$ cat src/rtl/if_stage.sv
// ----------------------------------------------------------------------------
// if_stage -- instruction-fetch stage of the five-stage MIPS pipeline.
//
// Holds the architectural fetch PC and picks the next PC from a live
// branch/jump resolved in ID, a redirect captured while the PC was frozen, or
// the sequential PC + 4. The next PC goes straight to the instruction SRAM
// address so the fetched word arrives one cycle later, when ID holds that PC.
//
// Ports:
//   clk             in   single clock, all state on the rising edge
//   rst             in   synchronous, active-high reset
//   stall           in   pipeline stall vector; bit 0 freezes the PC
//   br_bus          in   {br_e, br_addr[31:0]} from ID
//   if_to_id_bus    out  {ce, pc[31:0]} to ID
//   inst_sram_en    out  SRAM read enable
//   inst_sram_wen   out  SRAM byte write enables (always 0)
//   inst_sram_addr  out  SRAM address (= next PC)
//   inst_sram_wdata out  SRAM write data (always 0)
// ----------------------------------------------------------------------------
module if_stage #(
    parameter logic [31:0] RESET_PC = 32'hBFBF_FFFC,
    parameter int          STALL_W  = 6
) (
    input  logic               clk,
    input  logic               rst,
    input  logic [STALL_W-1:0] stall,
    input  logic [32:0]        br_bus,
    output logic [32:0]        if_to_id_bus,
    output logic               inst_sram_en,
    output logic [3:0]         inst_sram_wen,
    output logic [31:0]        inst_sram_addr,
    output logic [31:0]        inst_sram_wdata
);

    localparam logic STOP = 1'b1;

    // Encoding is {ce, br_pend}, so both flags fall straight out of the state.
    typedef enum logic [1:0] {
        ST_RESET      = 2'b00,
        ST_RESET_PEND = 2'b01, // stalled out of reset with a redirect captured
        ST_RUN        = 2'b10,
        ST_PEND       = 2'b11
    } state_e;

    state_e      state_q, state_d;
    logic [31:0] pc_q, pc_d;
    logic [31:0] pend_addr_q, pend_addr_d;

    logic        br_e;
    logic [31:0] br_addr;
    logic        ce;
    logic        br_pend;
    logic        stop;
    logic [31:0] next_pc;

    assign br_e    = br_bus[32];
    assign br_addr = br_bus[31:0];
    assign ce      = state_q[1];
    assign br_pend = state_q[0];
    assign stop    = (stall[0] == STOP);

    // A live branch outranks a pending one: ID may have resolved a newer
    // control transfer in the very cycle the stall lifts.
    always_comb begin
        if (br_e) begin
            next_pc = br_addr;
        end else if (br_pend) begin
            next_pc = pend_addr_q;
        end else begin
            next_pc = pc_q + 32'd4; // wraps naturally at 2^32
        end
    end

    always_comb begin
        // NOTE: every next-state signal gets a default first so no path
        // through this block leaves a value unassigned and infers a latch.
        state_d     = state_q;
        pc_d        = pc_q;
        pend_addr_d = pend_addr_q;

        if (!stop) begin
            pc_d    = next_pc;
            state_d = ST_RUN;
        end else if (br_e && !br_pend) begin
            // First capture wins; ID re-presents the same branch while stalled.
            pend_addr_d = br_addr;
            state_d     = ce ? ST_PEND : ST_RESET_PEND;
        end
    end

    always_ff @(posedge clk) begin
        // NOTE: sequential state uses non-blocking assignments so every
        // register samples its pre-edge inputs regardless of statement order.
        if (rst) begin
            state_q     <= ST_RESET;
            pc_q        <= RESET_PC;
            pend_addr_q <= '0;
        end else begin
            state_q     <= state_d;
            pc_q        <= pc_d;
            pend_addr_q <= pend_addr_d;
        end
    end

    assign if_to_id_bus    = {ce, pc_q};
    assign inst_sram_en    = ~rst & ~stop;
    assign inst_sram_wen   = 4'b0000;
    assign inst_sram_addr  = next_pc;
    assign inst_sram_wdata = 32'b0;

endmodule
$ cat config.mk
export PLATFORM = sky130hd
export DESIGN_NAME = if_stage
export DESIGN_NICKNAME = d
export VERILOG_FILES = /design/src/rtl/if_stage.sv
export SDC_FILE = /design/constraint.sdc
export NUM_CORES = 1
export LEC_CHECK = 0
export ABC_AREA = 1
export CAP_MARGIN = 20
export CORE_ASPECT_RATIO = 1.25
export CORE_MARGIN = 3
export CORE_UTILIZATION = 50
export CTS_CLUSTER_DIAMETER = 40
export DETAILED_ROUTE_END_ITERATION = 10
export PLACE_DENSITY = 0.92
export SYNTH_ARGS = -nofsm -noshare
export SYNTH_HDL_FRONTEND = slang
export SYNTH_SLANG_ARGS = --single-unit
$ cat constraint.sdc
create_clock -name clk -period 3.2 [get_ports clk]
set_input_delay 0.96 -clock clk [delete_from_list [all_inputs] [get_ports clk]]
set_output_delay 0.96 -clock clk [all_outputs]
set_load 0.02 [all_outputs]
# [Word-level counts from Yosys, hierarchy flattened]
# Cells that the tools add are included.
[totals] latch_bits=0 mem_bits_ro=0 elab_cells=18 n_memories=0 out_inout_bits=102 ramBits=0 reg_bits=66
[op_classes] mux=5 multipliers=0 n_lt_le_gt_ge=0 n_shift=0 n_eq_ne=1 div_mod_pow=0 bitwise_logic=3 add_sub_neg=1 reduce_logical=4
[op_table] cell="$mux 32" n=2
[op_table] cell="$add 32x3->32 const B" n=1
[op_table] cell="$mux 2" n=3
[op_table] cell="$ne 2x1->1 const B" n=1
[op_table] cell="$not 1->1" n=2
[op_table] cell="$reduce_and 2->1" n=1
[op_table] cell="$reduce_or 2->1" n=1
[op_table] cell="$and 1x1->1" n=1
[op_table] cell="$logic_and 1x1->1" n=1
[op_table] cell="$logic_not 1->1" n=1

# [Depth between registers and ports, before layout]
# Gate-level depths: netlist of run 1.
[depth] word_depth=4 ltp_mapped=12

# [Worst setup path before layout of run 1]
# Ideal clock, no wire load.
[synth_timing] kind="input to output" startpoint="input port br_bus[32]" endpoint="output port inst_sram_addr[13]" slack_ps=476 required_ps=2240 cell_stages=5 arrival_time_ps=1764 cell_sequence="buf_2 -> clkbuf_1 -> a21oi_1 -> nand2_1 -> o21ai_0"
[synth_via] elab_chain_cells=1
[synth_rtl] element="from (decl)" line="27" source="input logic [32:0] br_bus,"
[synth_rtl] element="$mux 32" line="65" source="if (br_e) begin"
[synth_rtl] element="to (decl)" line="31" source="output logic [31:0] inst_sram_addr,"
# No other way between the ends.

# [Final worst setup path of run 1]
[layout_timing] startpoint="input port br_bus[2]" endpoint="output port inst_sram_addr[2]"
# The elaborated chain is that of the path after synthesis.

==> results of run 1 <==
[metal layers]
layer	GRT usage, %	up-vias
li1	-	2349
met5	0	-
met1	37.91	2208
met4	13.05	0
met3	3.963	38
met2	48.44	234
[cell families after synthesis]
logic type	count (synthesis)	synth area share, %
and+or+nand+nor	331	32.72
other	1	0.08939
xor gates and xnor gates	3	0.6264
AOI/OAI and AO/OA	132	16.52
DFF	66	31.49
buffers and inverters	164	18.25
adders and majority gates	1	0.2982
[path summary, 6_finish.rpt]
| kind | slack (ps) | to | depth (start not counted) | start |
|---|---|---|---|---|
| worst min-delay path | 450 | pend_addr_q[4]$_SDFFE_PP0P_ | 2 | pend_addr_q[4]$_SDFFE_PP0P_ |
| worst min register to register | 450 | pend_addr_q[4]$_SDFFE_PP0P_ | 2 | pend_addr_q[4]$_SDFFE_PP0P_ |
| worst max-delay path | 50 | inst_sram_addr[2] | 4 | br_bus[2] |
| worst max register to register | 1410 | pc_q[14]$_SDFFE_PP1N_ | 10 | pc_q[2]$_SDFFE_PP1N_ |
[cells in the mapped netlist]
| cell | count | share of area, % |
|---|---|---|
| nand2_2 | 5 | 0.75 |
| ha_1 | 1 | 0.30 |
| inv_1 | 97 | 8.7 |
| o21ai_1 | 5 | 0.60 |
| inv_2 | 2 | 0.18 |
| buf_1 | 2 | 0.18 |
| dfxtp_1 | 66 | 31 |
| nor2_2 | 8 | 1.2 |
| o22ai_1 | 6 | 0.89 |
| nand4_1 | 2 | 0.30 |
| xor2_1 | 2 | 0.42 |
| a21oi_1 | 66 | 7.9 |
| conb_1 | 1 | 0.089 |
| nand3b_1 | 2 | 0.36 |
| xnor2_1 | 1 | 0.21 |
| clkbuf_1 | 17 | 1.5 |
| buf_2 | 9 | 1.1 |
| nor2_4 | 2 | 0.54 |
| nor2_1 | 46 | 4.1 |
| nand3_2 | 1 | 0.24 |
| buf_4 | 37 | 6.6 |
| o21ai_0 | 46 | 5.5 |
| o22a_1 | 1 | 0.21 |
| nand3_1 | 51 | 6.1 |
| nand2_1 | 214 | 19 |
| o211ai_1 | 7 | 1.3 |
| o21ai_2 | 1 | 0.21 |
[metrics by stage]
stage | setup TNS, ps | power (mW) | hold slack (ps)
2_1_floorplan | 0 | 1.497 | 423.7
3_3_place_gp | -460.3 | 1.824 | 432.9
3_5_place_dp | -474.4 | 1.842 | 439.5
4_1_cts | 0 | 2.568 | 452.7
5_1_grt | -22.21 | 2.721 | 472.9
6_report | 0 | 2.600 | 453.0
[cell type report]
cell class / instances / area, um^2
clock buffers: 10 / 137.6
clock inverters: 6 / 72.57
fillers: 677 / 2377
inverters: 99 / 371.6
multi-input cells: 503 / 2297
flip-flops and latches: 66 / 1338
well taps: 95 / 118.9
repair buffers: 134 / 1260
[sequential cells by signal, indices dropped and copies added, names as in the netlist]
name / flops
pc_q: 32
state_q: 2
pend_addr_q: 32
[power breakdown]
| group | switching [mW] | leakage, nW | internal (mW) |
|---|---|---|---|
| sequential | 0.0593 | 0.541 | 0.885 |
| clock | 0.368 | 0.104 | 0.391 |
| combinational | 0.565 | 2.25 | 0.331 |
| total | 0.993 | 2.90 | 1.61 |
[layout by cell type (no fill, tap or decap), types with 8 or more instances in the layout]
cell type | netlist | routed
nand2_1 | 214 | 212
inv_1 | 97 | 96
clkdlybuf4s50_1 | 0 | 69
a21oi_1 | 66 | 66
dfxtp_1 | 66 | 53
nand3_1 | 51 | 50
o21ai_0 | 46 | 46
nor2_1 | 46 | 41
conb_1 | 1 | 36
buf_4 | 37 | 31
dlygate4sd2_1 | 0 | 21
dfxtp_2 | 0 | 13
clkbuf_8 | 0 | 10
nor2_2 | 8 | 8
[repair_timing]
action | CTS | global route
pin swaps | 0 | 1
hold buffers | 0 | 0
gates resized for setup | 34 | 31
gates cloned | 0 | 0
endpoints found under the setup margin | 28 | 22
[critical path, delay by kind of cell]
kind | cells | cell delay (ps)
simple gates | 2 | 130
buf+inv | 2 | 1090
==> run metrics, run 1 <==
result of the run finished clean; total number of vias roughly 4800; Total Routing Usage GR approximately 30%; dpl ws -82.89 ps; buffers added on ports slightly above 100; Crit. End Element output pin; cell count after synthesis roughly 700; Met2 Routed Length between 6000 and 7000 um; CP Data Arrival Time 2190 ps; core footprint 0.007973 mm^2; post-CTS setup buffers 0; Worst-Margin Slew about 550 ps; DR WL met3 slightly above 1000 um; CTS tree yes; largest net degree at the start of global routing 41; Mapped Area between 0.004 and 0.005 mm^2; layout cells sized above 1 a little under an eighth; clk_lat worst skew 360 ps; clock sink count 66; P&R area growth vs syn 33.37%; CTS Buf Count 9; NumNets Final about 860; post-synthesis sequential area ratio a little under a third; slew margin rel. between 60% and 70%; Die X-Extent between 80 and 90 um; clock tree buffer depth 2; Vias/cell ~5.3; Detail Route Antenna Nets 0; Iter 0 DRT Violations around 430; non-filler cells, final 913; max_cap viols 0; first-pass GRT wire length 21940 um; drt drc 0; crit path max fanout 2; CP max stage delay 610 ps; Root Buffer clkbuf_8; gp weighted congestion 0.9369; setup slack after layout between 50 and 60 ps; Final Hold Viols 0; die area 0.009532 mm^2; WL met1 5772 um; Power Density between 400 and 500 mW/mm^2; Yosys warnings 0; Rows 36; initial core utilization 52.62%; Fmax around 320 MHz; Max Slew Vio Count 0; HP Class reg -> reg; H-tree depth 3; Top Layer Used met4; crit start category input port; final instance area between 0.005 and 0.006 mm^2; Clock Skews between 8 and 9 ps; WL final 13800 um; antenna diode count 0; number of global-route vias before repair around 4600; post-DR wirelength/cell 15.12 um; First-pass DRT Iterations 5; Slowest-stage cell, CP clkdlybuf4s50_1; IO Pins about 140; CTS clk-pin slew, worst paths ~80 ps; Syn Area/Cell 6.010 um^2; critical path class in -> out; Max rail drop VDD approximately 0.33 mV; initial antenna violation count 0; unrepaired setup endpoints after global routing yes; fin crit share a little over nine tenths; Final setup viols 0; P_leak 2.897 nW; DPL Wire Length 10060 um; Die H 108.4 um; post-synth cell types 27; Final Util 70.18%; remaining global-route overflow 0; flops & latches, synth 66; minimum clock period ~3100 ps; DP Area ~0.0053 mm^2; CP required around 2200 ps; placed insts 897; crit-path cells clkdlybuf4s50_1 > nand2_1 > nand2_1 > clkdlybuf4s50_1
No activity file was read; power rests on OpenSTA's default activity.
==> inputs of run 2 (changes only) <==
--- a/config.mk
+++ b/config.mk
@@ -9,10 +9,11 @@
 export CAP_MARGIN = 20
 export CORE_ASPECT_RATIO = 1.25
 export CORE_MARGIN = 3
-export CORE_UTILIZATION = 50
+export CORE_UTILIZATION = 51
+export CTS_BUF_LIST = sky130_fd_sc_hd__clkbuf_2
 export CTS_CLUSTER_DIAMETER = 40
 export DETAILED_ROUTE_END_ITERATION = 10
-export PLACE_DENSITY = 0.92
+export PLACE_DENSITY = 0.93
 export SYNTH_ARGS = -nofsm -noshare
 export SYNTH_HDL_FRONTEND = slang
 export SYNTH_SLANG_ARGS = --single-unit
==> run 2 against run 1 <==
Compared with the run above:
- sequential share of layout area down 0.11 points
- clock-buffer cell count unchanged
- clock skew up 23 ps
- flip-flop and latch count unchanged
- cell area up 3.4%
- fmax down 0.23%
- sequential power about the same
- worst setup slack worse by 7.4 ps
- worst hold slack better by 13 ps
- critical path type is now reg -> out
- critical endpoint is now inst_sram_addr[25]
- largest power group is now combinational cells
- highest routed layer unchanged
==> run metrics, run 2 (synthesized netlist as in run 1, its figures left out) <==
Power Density 452.3 mW/mm^2; hold path depth 2; Max rail drop VDD about 0.25 mV; setup slack after layout about 45 ps; fin crit share 98.60%; worst path bufs/invs 1; CTS clk-pin slew, worst paths around 210 ps; result of the run finished clean; most common cell after layout, fill and taps aside nand2_1; unrepaired setup endpoints after global routing yes; DPL Wire Length approximately 10000 um; H-tree depth 3; Post-CTS Hold Buffers 0; Hold WS 465.6 ps; largest net degree at the start of global routing 63; most frequent cells in the layout 204 x nand2_1, 96 x inv_1, 67 x clkdlybuf4s50_1; Worst path top cell family by delay simple AND/OR/NAND/NOR gates; total number of vias approximately 5000; CP required between 2000 and 2500 ps; Final Util about three quarters; Root Buffer clkbuf_2; initial core utilization 53.22%; Rows 36; P_leak about 3.0 nW; most used cell, CP nand2_1; crit start category flop; buffers added on ports ~100; Clock Skews 31.21 ps; Iter 0 DRT Violations roughly 400; gp weighted congestion 0.9163; Crit path depth 10; post-DR wirelength/cell between 15 and 20 um; core footprint 0.007883 mm^2; Crit. End Element output pin; Fmax roughly 320 MHz; cells on worst reg2reg path 12; HP Class reg -> reg; Setup TNS 0 ps; max_cap viols 0; NumNets Final approximately 870; Die X-Extent around 87 um; CP max stage delay about 440 ps; clock sink count 66; Max Slew Vio Count 0; drt drc 0; IO Pins ~140; crit path max fanout 5; Detail Route Antenna Nets 0; clk_lat worst skew a little over 500 ps; CTS Buf Count 9; remaining global-route overflow 0; number of global-route vias before repair between 4000 and 5000; minimum clock period roughly 3200 ps; WL final 14540 um; Slowest-stage cell, CP dfxtp_2; P&R area growth vs syn 37.88%; clock tree buffer depth 2; largest registers pc_q (32), pend_addr_q (32), state_q (2); first-pass GRT wire length between 20000 and 25000 um; Fillers approximately 690; CTS tree yes; First-pass DRT Iterations 6; Vias/cell approximately 5.4; layout cells sized above 1 about a fifth; initial antenna violation count 0; crit-path cells nand2_1 > nor2_4 > nand2_1 > nor2_1 > nand2_1 > nand2_1 > nand3_1 > nand2_1 > nand2_1 > dlygate4sd2_1; critical path class reg -> out; die area between 0.009 and 0.01 mm^2; dpl ws -181.8 ps; Final setup viols 0; Total Routing Usage GR just over 30%; Final Hold Viols 0; CP Data Arrival Time roughly 2200 ps; Die H around 110 um
run 2: timing repair:
| action | in CTS | in global routing |
|---|---|---|
| buffers inserted | 4 | 8 |
| pin swaps | 3 | 12 |
| gates resized for setup | 94 | 81 |
| endpoints found under the hold margin | 0 | 0 |
| setup endpoints to repair | 30 | 27 |
| cloned | 0 | 0 |
run 2: worst register-to-register path, delay by kind of cell, from the launching register on:
family                 cells  cell delay, ps
and+or+nand+nor            6             570
buffers and inverters      4             480
DFF                        1             380
AOI/OAI and AO/OA          2             320
run 2: metal layers:
layer | vias to the layer above | part of all wire [%] | wire length [um] | GRT usage, %
li1 | 2397 | - | - | -
met1 | 2307 | 40 | 5821 | 40.29
met2 | 280 | 48 | 6929 | 47.61
met3 | 51 | 8.5 | 1230 | 5.207
met4 | 0 | 3.8 | 558 | 13.93
met5 | - | 0 | 0 | 0
run 2: cell type report:
class / instances / area, um^2 / share of cell area [%]
clock inverter: 6 / 115.1 / 1.990
multi-input combinational: 503 / 2401 / 41.51
timing repair buffer: 153 / 1346 / 23.27
sequential: 66 / 1376 / 23.79
clock buffer: 10 / 50.05 / 0.8652
inverter: 99 / 374.1 / 6.468
antenna: 1 / 2.502 / 0.04326
tap: 95 / 118.9 / 2.055
run 2: report_power, final:
group	total, mW	switching (mW)	internal [mW]
logic	0.994	0.618	0.375
clock network	0.681	0.338	0.343
registers	0.942	0.0561	0.886
total	2.62	1.01	1.60
run 2: path summary, 6_finish.rpt:
path                                 from                            to  slack [ps]
min          pend_addr_q[28]$_SDFFE_PP0P_  pend_addr_q[28]$_SDFFE_PP0P_         470
min reg2reg  pend_addr_q[28]$_SDFFE_PP0P_  pend_addr_q[28]$_SDFFE_PP0P_         470
max                 pc_q[11]$_SDFFE_PP1N_            inst_sram_addr[25]          40
max reg2reg          pc_q[3]$_SDFFE_PP1N_         pc_q[11]$_SDFFE_PP1N_        1370
run 2: through the flow:
step / std cells / cell area [um^2] / total power, mW
final: 933 / 5784 / 2.616
after global routing: 932 / 5782 / 2.737
after CTS: 924 / 5655 / 2.541
after detailed placement: 904 / 5400 / 1.868
after global placement: 904 / 5400 / 1.850
after floorplan: 733 / 4327 / 1.497
